`src/rtl/dma_copy_master.sv`:
```
// dma_copy_master: a bus master that copies a block of words from one
// address range to another. Each word is read and then written back, and
// the master holds its bus request for the whole block.
//
// Bus handshake (one rule for every bus cycle):
//   The master raises m_req and keeps it high from REQ through the last WR.
//   A bus cycle takes effect only in a cycle where both m_req and m_grant are
//   high. A read address shown in RD returns data on m_din in the following
//   cycle (RD_WAIT). A write takes effect in the WR cycle when m_grant is high.
//   If m_grant is low in RD, RD_WAIT or WR, the current word is abandoned and
//   restarts from its read once the bus is granted again.
module dma_copy_master #(
  parameter int AW = 8,
  parameter int DW = 32,
  parameter int LW = 8
) (
  input  logic          clk,
  input  logic          reset,
  input  logic          start,
  input  logic [AW-1:0] src_addr,
  input  logic [AW-1:0] dst_addr,
  input  logic [LW-1:0] length,
  output logic          busy,
  output logic          done,
  output logic          m_req,
  output logic          m_wr,
  output logic [AW-1:0] m_address,
  output logic [DW-1:0] m_dout,
  input  logic          m_grant,
  input  logic [DW-1:0] m_din
);

  typedef enum logic [2:0] {
    IDLE    = 3'd0,
    REQ     = 3'd1,
    RD      = 3'd2,
    RD_WAIT = 3'd3,
    WR      = 3'd4,
    DONE    = 3'd5
  } state_t;

  state_t        state;
  logic [AW-1:0] src;
  logic [AW-1:0] dst;
  logic [LW-1:0] count;

  // Copy sequencer. All bus-side outputs are registered and change together
  // with the state. m_dout doubles as the word buffer: it is loaded from
  // m_din when the read completes and then held until the next read
  // completes, so it keeps the last written value outside WR.
  // Address arithmetic wraps naturally at 2^AW.
  always_ff @(posedge clk or posedge reset) begin
    if (reset) begin
      state     <= IDLE;
      src       <= '0;
      dst       <= '0;
      count     <= '0;
      busy      <= 1'b0;
      done      <= 1'b0;
      m_req     <= 1'b0;
      m_wr      <= 1'b0;
      m_address <= '0;
      m_dout    <= '0;
    end else begin
      done <= 1'b0;
      case (state)
        IDLE: begin
          if (start) begin
            src   <= src_addr;
            dst   <= dst_addr;
            count <= length;
            if (length == '0) begin
              // Nothing to copy: finish without touching the bus.
              state <= DONE;
              done  <= 1'b1;
            end else begin
              state <= REQ;
              m_req <= 1'b1;
              m_wr  <= 1'b0;
              busy  <= 1'b1;
            end
          end
        end

        REQ: begin
          if (m_grant) begin
            state     <= RD;
            m_address <= src;
            m_wr      <= 1'b0;
          end
        end

        RD: begin
          if (!m_grant) begin
            state <= REQ;
          end else begin
            state <= RD_WAIT;
          end
        end

        RD_WAIT: begin
          if (!m_grant) begin
            state <= REQ;
          end else begin
            state     <= WR;
            m_dout    <= m_din;
            m_address <= dst;
            m_wr      <= 1'b1;
          end
        end

        WR: begin
          if (!m_grant) begin
            // Write did not land; the word is redone from its read.
            state <= REQ;
            m_wr  <= 1'b0;
          end else if (count == LW'(1)) begin
            state <= DONE;
            m_req <= 1'b0;
            m_wr  <= 1'b0;
            busy  <= 1'b0;
            done  <= 1'b1;
          end else begin
            src       <= src + AW'(1);
            dst       <= dst + AW'(1);
            count     <= count - LW'(1);
            state     <= RD;
            m_address <= src + AW'(1);
            m_wr      <= 1'b0;
          end
        end

        DONE: begin
          state <= IDLE;
        end

        default: begin
          state <= IDLE;
          m_req <= 1'b0;
          m_wr  <= 1'b0;
          busy  <= 1'b0;
        end
      endcase
    end
  end

endmodule

```
`config.mk`:
```
export PLATFORM = sky130hd
export DESIGN_NAME = dma_copy_master
export DESIGN_NICKNAME = d
export VERILOG_FILES = /design/src/rtl/dma_copy_master.sv
export SDC_FILE = /design/constraint.sdc
export NUM_CORES = 1
export LEC_CHECK = 0
export ABC_AREA = 1
export CORE_ASPECT_RATIO = 1.75
export CORE_UTILIZATION = 45
export DETAILED_ROUTE_END_ITERATION = 12
export GPL_TIMING_DRIVEN = 0
export PLACE_DENSITY_LB_ADDON = 0.1
export SLEW_MARGIN = 20
export SYNTH_ARGS = -nofsm -noshare
export SYNTH_HDL_FRONTEND = slang
export SYNTH_SLANG_ARGS = --single-unit
export TNS_END_PERCENT = 30
```
`constraint.sdc`:
```
create_clock -name clk -period 7.6 [get_ports clk]
set_input_delay 2.28 -clock clk [delete_from_list [all_inputs] [get_ports clk]]
set_output_delay 2.28 -clock clk [all_outputs]
set_load 0.005 [all_outputs]
```
==> reports/qor.yml, run 1 <==
run_status:
  status: "finished, final reports clean"
cts:
  clkTransAtPathRegs_ps: 60
  insertion_delay_ps: 340
  post-cts-setup-buffers: 0
  cts_root_buffer: "clkbuf_16"
  htree_levels: 3
  cts_tree: "built"
  clk_path_buf_depth: 2
  cts-resized-gates: 0
  clock-sinks: 70
  cts_buffers: 9
  ctsHoldBuffers: 0
timing:
  drv_slew: 0
  tns_ps: 0
  skew_ps: 7.70
  hold_ws_ps: 475
  hold_viol_final: 0
  rsz0062_at_grt: "false"
  finalCritPeriodShare_pct: 47.2
  min_period_ps: 3590
  max_freq_mhz: 279
  worstMarginPinSlew_ps: 558
  setup_viol_count_final: 0
  relSlewSlack_pct: 62.8
setup_path:
  cp-start-kind: "flip-flop"
  cp_max_fo: 3
  arrival_ps: 1310
  crit_required_ps: 5320
  critPathCaptureType: "output port"
  worstSetupPathType: "flip-flop to output port"
  reg2reg_slack_ps: 5900
die:
  num_rows: 44
  io_pins: 104
  die_w_um: 71.7
  start_util_pct: 46.3
  core_um2: 8260
  dieArea_um2: 8890
  fp.dieH_um: 124
synth:
  ys_warn_count: 0
  synth_ff_type: "dfrtp_1"
  ys_ff_latch: 70
  synth_nets: 540
  yosysUniqueCellTypes: 30
  syn_area_per_cell_um2: 8.04
  synth_edf_count: 0
  ys_seq_area_share_pct: 45.8
  synth_area_leaders: "dfrtp_1, nand2_1, mux2_1"
  synth_top_area_share_pct: 45.8
  syn_area_um2: 3830
  syn_inst: 476
  async_flop_share_pct: 100
  synth_top_area_cell: "dfrtp_1"
power:
  power.total_mw: 2.03
  switching_share_pct: 37.5
  pwr-share-clk_pct: 19.8
  seq_power_share_pct: 35.0
  p_comb_share_pct: 45.2
  p_per_area_nw_per_um2: 384
  peakVddDrop_v: 0.000229
  p_sw_mw: 0.762
  p_leak_nw: 2.64
  p_int_mw: 1.27
routing:
  drtIter0Drc: 158
  wire_per_inst_um: 14.0
  firstDrtPassIters: 5
  viasPerCell: 5.18
  drt-total-wl_um: 9600
  postRouteAntennaNets: 0
  dr_total_vias: 3562
  drc_errors: 0
final_layout:
  nNetsFinal: 655
  final_common_cell: "nand2_1"
  syn_to_final_growth_pct: 38.2
  n_antenna_cell: 0
  layout_common_cells: "nand2_1, clkdlybuf4s50_1, dfrtp_1, inv_1, nand3_1"
  drive_gt1_share_pct: 9.73
  fin_cells: 688
global_route:
  grt_pass1_vias: 3505
  gr-total-overflow: 0
  grt_max_degree: 53
  grt_pass1_wl_um: 15500
  antenna_found_initial: 0
  grt_usage_pct: 22.7
placed_design:
  dp_hpwl_um: 7110
  routabilityCongestion: 0.858
  placed_cells: 672
  io_buffers: 103
job:
  cap_violations: 0
worst_hold_path:
  hp-class: "flip-flop to flip-flop"
-- power groups by stage --
stage | Combinational, mW | Clock (mW) | Sequential [mW]
after floorplan | 0.536 | 0 | 0.687
after global placement | 0.903 | 0 | 0.702
after detailed placement | 0.922 | 0 | 0.711
after CTS | 0.929 | 0.409 | 0.708
after global routing | 1.03 | 0.422 | 0.732
final | 0.919 | 0.402 | 0.710
-- flip-flops by register name, indices dropped and copies added, names as in the netlist --
register   cells
src            8
m_address      8
m_req          1
count          8
state          3
m_dout        32
m_wr           1
dst            8
done           1
-- cell type report --
cell class | count | area, um^2
clock buffers | 12 | 256
multi-input cells | 346 | 1780
fillers | 731 | 2970
inverters | 46 | 180
flip-flops and latches | 70 | 1750
well taps | 92 | 115
plain buffers | 14 | 121
clock inverters | 4 | 31.3
repair buffers | 104 | 1060
-- synthesized netlist by cell type (5+ instances only) --
library cell / n
nand2_1: 193
inv_1: 40
mux2_1: 26
nand3_1: 34
o21ai_0: 18
a21oi_1: 10
nor2_1: 26
mux2_2: 6
nand4_1: 7
dfrtp_1: 70
nand2_2: 5
buf_6: 8
-- logic make-up after synthesis --
kind of cell | after synthesis | synth area share (%)
AO/OA/AOI/OAI | 34 | 5.07
adder cells (fa/ha/maj) | 4 | 1.31
buffers and inverters | 60 | 7.81
flip-flops | 70 | 45.8
multiplexers | 32 | 9.41
AND/OR/NAND/NOR | 276 | 30.6
-- per-layer routing --
metal	global-route usage, %	vias up	wire length (um)
met2	41.5	114	5060
li1	-	1743	-
met5	0	-	0
met1	23.0	1679	3590
met4	12.9	0	369
met3	5.74	26	587
-- critical path, cell delays in order (launching register included) --
cell             delay [ps]
dfrtp_1                 380
buf_4                   120
clkdlybuf4s50_1         480
-- final timing paths --
check / startpoint / endpoint / cells after the start
max in group asynchronous: reset / m_dout[15] / 3
worst min-delay path: m_address[4] / m_address[4] / 2
worst max register to register: count[1] / m_address[6] / 9
worst min register to register: m_address[4] / m_address[4] / 2
worst max-delay path: m_req / m_req / 2
min in group asynchronous: reset / m_dout[21] / 2
-- stage by stage --
| stage | setup WS (ps) | util [%] | instance area (um^2) |
|---|---|---|---|
| 4_1_cts | 4000 | 64.1 | 5290 |
| 2_1_floorplan | 3550 | - | 3830 |
| 5_1_grt | 3950 | 64.1 | 5290 |
| 3_5_place_dp | 3760 | 60.6 | 5000 |
| 6_report | 4010 | 64.1 | 5290 |
| 3_3_place_gp | 2270 | 60.2 | 4970 |
No activity file was read; power rests on OpenSTA's default activity.
==> run 2, diff against run 1 <==
==> constraint.sdc (replaced) <==
create_clock -name clk -period 3.35 [get_ports clk]
set_input_delay 1.005 -clock clk [delete_from_list [all_inputs] [get_ports clk]]
set_output_delay 1.005 -clock clk [all_outputs]
set_load 0.005 [all_outputs]
==> results of run 2 <==
The final DEF is identical to that of run 1. Status: finished, final reports clean.
Among the figures that moved: setup slack after placement 3760 ps -> 789 ps; setup slack after layout 4010 ps -> 1040 ps; register-to-register setup slack 5900 ps -> 1650 ps; total power 2.03 mW -> 4.61 mW; worst IR drop on VDD 0.000229 V -> 0.000520 V
==> edit: new RTL, settings of run 2 <==
`LW`: 8 -> 16.
--- a/src/rtl/dma_copy_master.sv
+++ b/src/rtl/dma_copy_master.sv
@@ -13,5 +13,5 @@
   parameter int AW = 8,
   parameter int DW = 32,
-  parameter int LW = 8
+  parameter int LW = 16
 ) (
   input  logic          clk,
Ports: changed (resized length); port bits go from 104 to 112. No check against the original RTL was run, so the function may have changed too.
==> edit against run 2 <==
Largest cell class unchanged. Critical path type unchanged. Design area increased by 15%. Highest routed layer unchanged. Power increased by 18%. Sequential cell count is 8 higher. Non-clock buffer count rose by 10. First-iteration DRC count grew 61%. Synthesized area rose by 16%. Setup slack got worse by 26 ps. Sequential share of layout area is 0.95 points lower. Routed wire length increased by 23%.
==> edit: results (changes against run 2) <==
outcome finished, final reports clean; Post-CTS Setup Inserts 0 (unchanged); clk slew on worst S/H paths 60 ps (about the same); PortBufs 111 (+7.8%); Int Pwr 3.45 mW (+20%); Reg2Reg Launch Point count[0]; xor/xnor share of the synthesized area 0.197% (+0.20 points); Mapped Nets 617 (+14%); placed instance area 5730 um^2 (+15%); Hold Path Depth 2 (unchanged); Synth Area in Compound Gates 6.79% (+1.7 points); WP data arrival 1330 ps (+20 ps); PostCTS Resize Cnt 0 (unchanged); Worst Hold Class flip-flop to flip-flop; slowest stage delay, CP 490 ps; reg2reg path depth 8 (-1); CTS root buffer clkbuf_16; fin nets 740 (+13%); Reg-to-Reg End count[8]; worst hold path endpoint m_address[3]; GR Util met1 25.6% (+2.6 points); share of cells above drive strength 1 12.9% (+3.2 points); top cells by count, synth nand2_1, dfrtp_1, nor2_1, nand3_1, inv_1; met3 Use GR 6.16% (+0.42 points); RePlAce Congestion 0.898 (+4.7%); Total GRT Usage 24.1% (+1.4 points); DR vias 4107 (+15%); family with the most delay on the worst path buffers and inverters; largest net degree at the start of global routing 46 (-13%); initial DRC count 254 (+61%); H-tree depth 3 (unchanged); first-pass GRT wire length 19200 um (+24%); sequential fraction of the synthesis area 44.0% (-1.8 points); adder-cell area share of the yosys netlist 1.13% (-0.18 points); hold_sp m_address[3]; fill count 816 (+12%); met2 GRT Util 43.0% (+1.5 points); leakage power 3.01 nW (+14%); Final Skew 6.93 ps (-0.764 ps); CP max stage cell clkdlybuf4s50_1; maximum VDD drop 0.519 mV (-0.17%); CP max FO 3 (unchanged); ant diodes 0 (unchanged); Pre-Repair DR Iteration Count 5 (unchanged); synth top area cells dfrtp_1, nand2_1, mux2_4; r2r setup slk 1590 ps (-60 ps); synth unique cells 36 (+20%); post-detail-place hpwl 8830 um (+24%); Slew @ Worst Pin 608 ps (+50.3 ps); CTS Buffer Depth 2 (unchanged); Post-synth ARST share 100% (unchanged); mux cell area share after synthesis 10.9% (+1.5 points); average wire per standard cell 14.8 um (+6.3%)
## edit: per-stage QoR
| stage | power [mW] | hold slack, ps | TNS (ps) | cells | worst slack, ps |
|---|---|---|---|---|---|
| floorplan | 3.29 | 464 | 0 | 545 | 350 |
| global placement | 4.24 | 460 | -78200 | 778 | -1010 |
| detailed placement | 4.31 | 462 | 0 | 779 | 766 |
| CTS | 5.47 | 482 | 0 | 794 | 998 |
| global route | 5.82 | 502 | 0 | 794 | 949 |
| finish | 5.44 | 477 | 0 | 794 | 1010 |
## edit: power by group through the flow
stage	Clock [mW]	Combinational, mW	Sequential [mW]
detailed placement	0	2.52	1.80
CTS	1.14	2.53	1.80
finish	1.12	2.51	1.81
global placement	0	2.45	1.79
global route	1.18	2.78	1.87
floorplan	0	1.55	1.74
## edit: how the worst max path moves through the flow
stage,from,endpoint,slack [ps],cells after the start
floorplan,reset,count[0],350,1
global placement,reset,count[3],-1010,2
detailed placement,m_grant,dst[5],770,9
CTS,m_req,m_req,1000,2
global route,m_req,m_req,950,2
finish,m_req,m_req,1010,2
## edit: cell type report
class	count	area [um^2]	area share, %
plain buffers	16	133	2.19
clock buffers	11	243	4.00
clock inverters	4	95.1	1.57
inverters	42	160	2.64
multi-input cells	409	2200	36.2
flip-flops and latches	78	1950	32.2
well taps	122	153	2.51
repair buffers	112	1140	18.8
## edit: metal layers
| metal | routed length [um] | share of wire, % | up-vias |
|---|---|---|---|
| li1 | - | - | 2003 |
| met1 | 4510 | 38 | 1903 |
| met2 | 6090 | 52 | 163 |
| met3 | 713 | 6.1 | 38 |
| met4 | 468 | 4.0 | 0 |
| met5 | 0 | 0 | - |
## edit: worst reg2reg max path, stage by stage, from the launching register on
cell and delay (ps):
dfrtp_1 420, inv_1 150, ha_1 220, nand2_1 140, nor2_1 320, nand2_1 90, nand3_1 90, o21ai_0 110
o21ai_0 150
## edit: cells by family (layout without fill, tap and decap cells)
family	after synthesis	in the layout
AND/OR/NAND/NOR	314	314
buffers and inverters	58	185
XOR/XNOR	1	1
flip-flops	78	78
AO/OA/AOI/OAI	56	56
adder cells (fa/ha/maj)	4	4
multiplexers	34	34
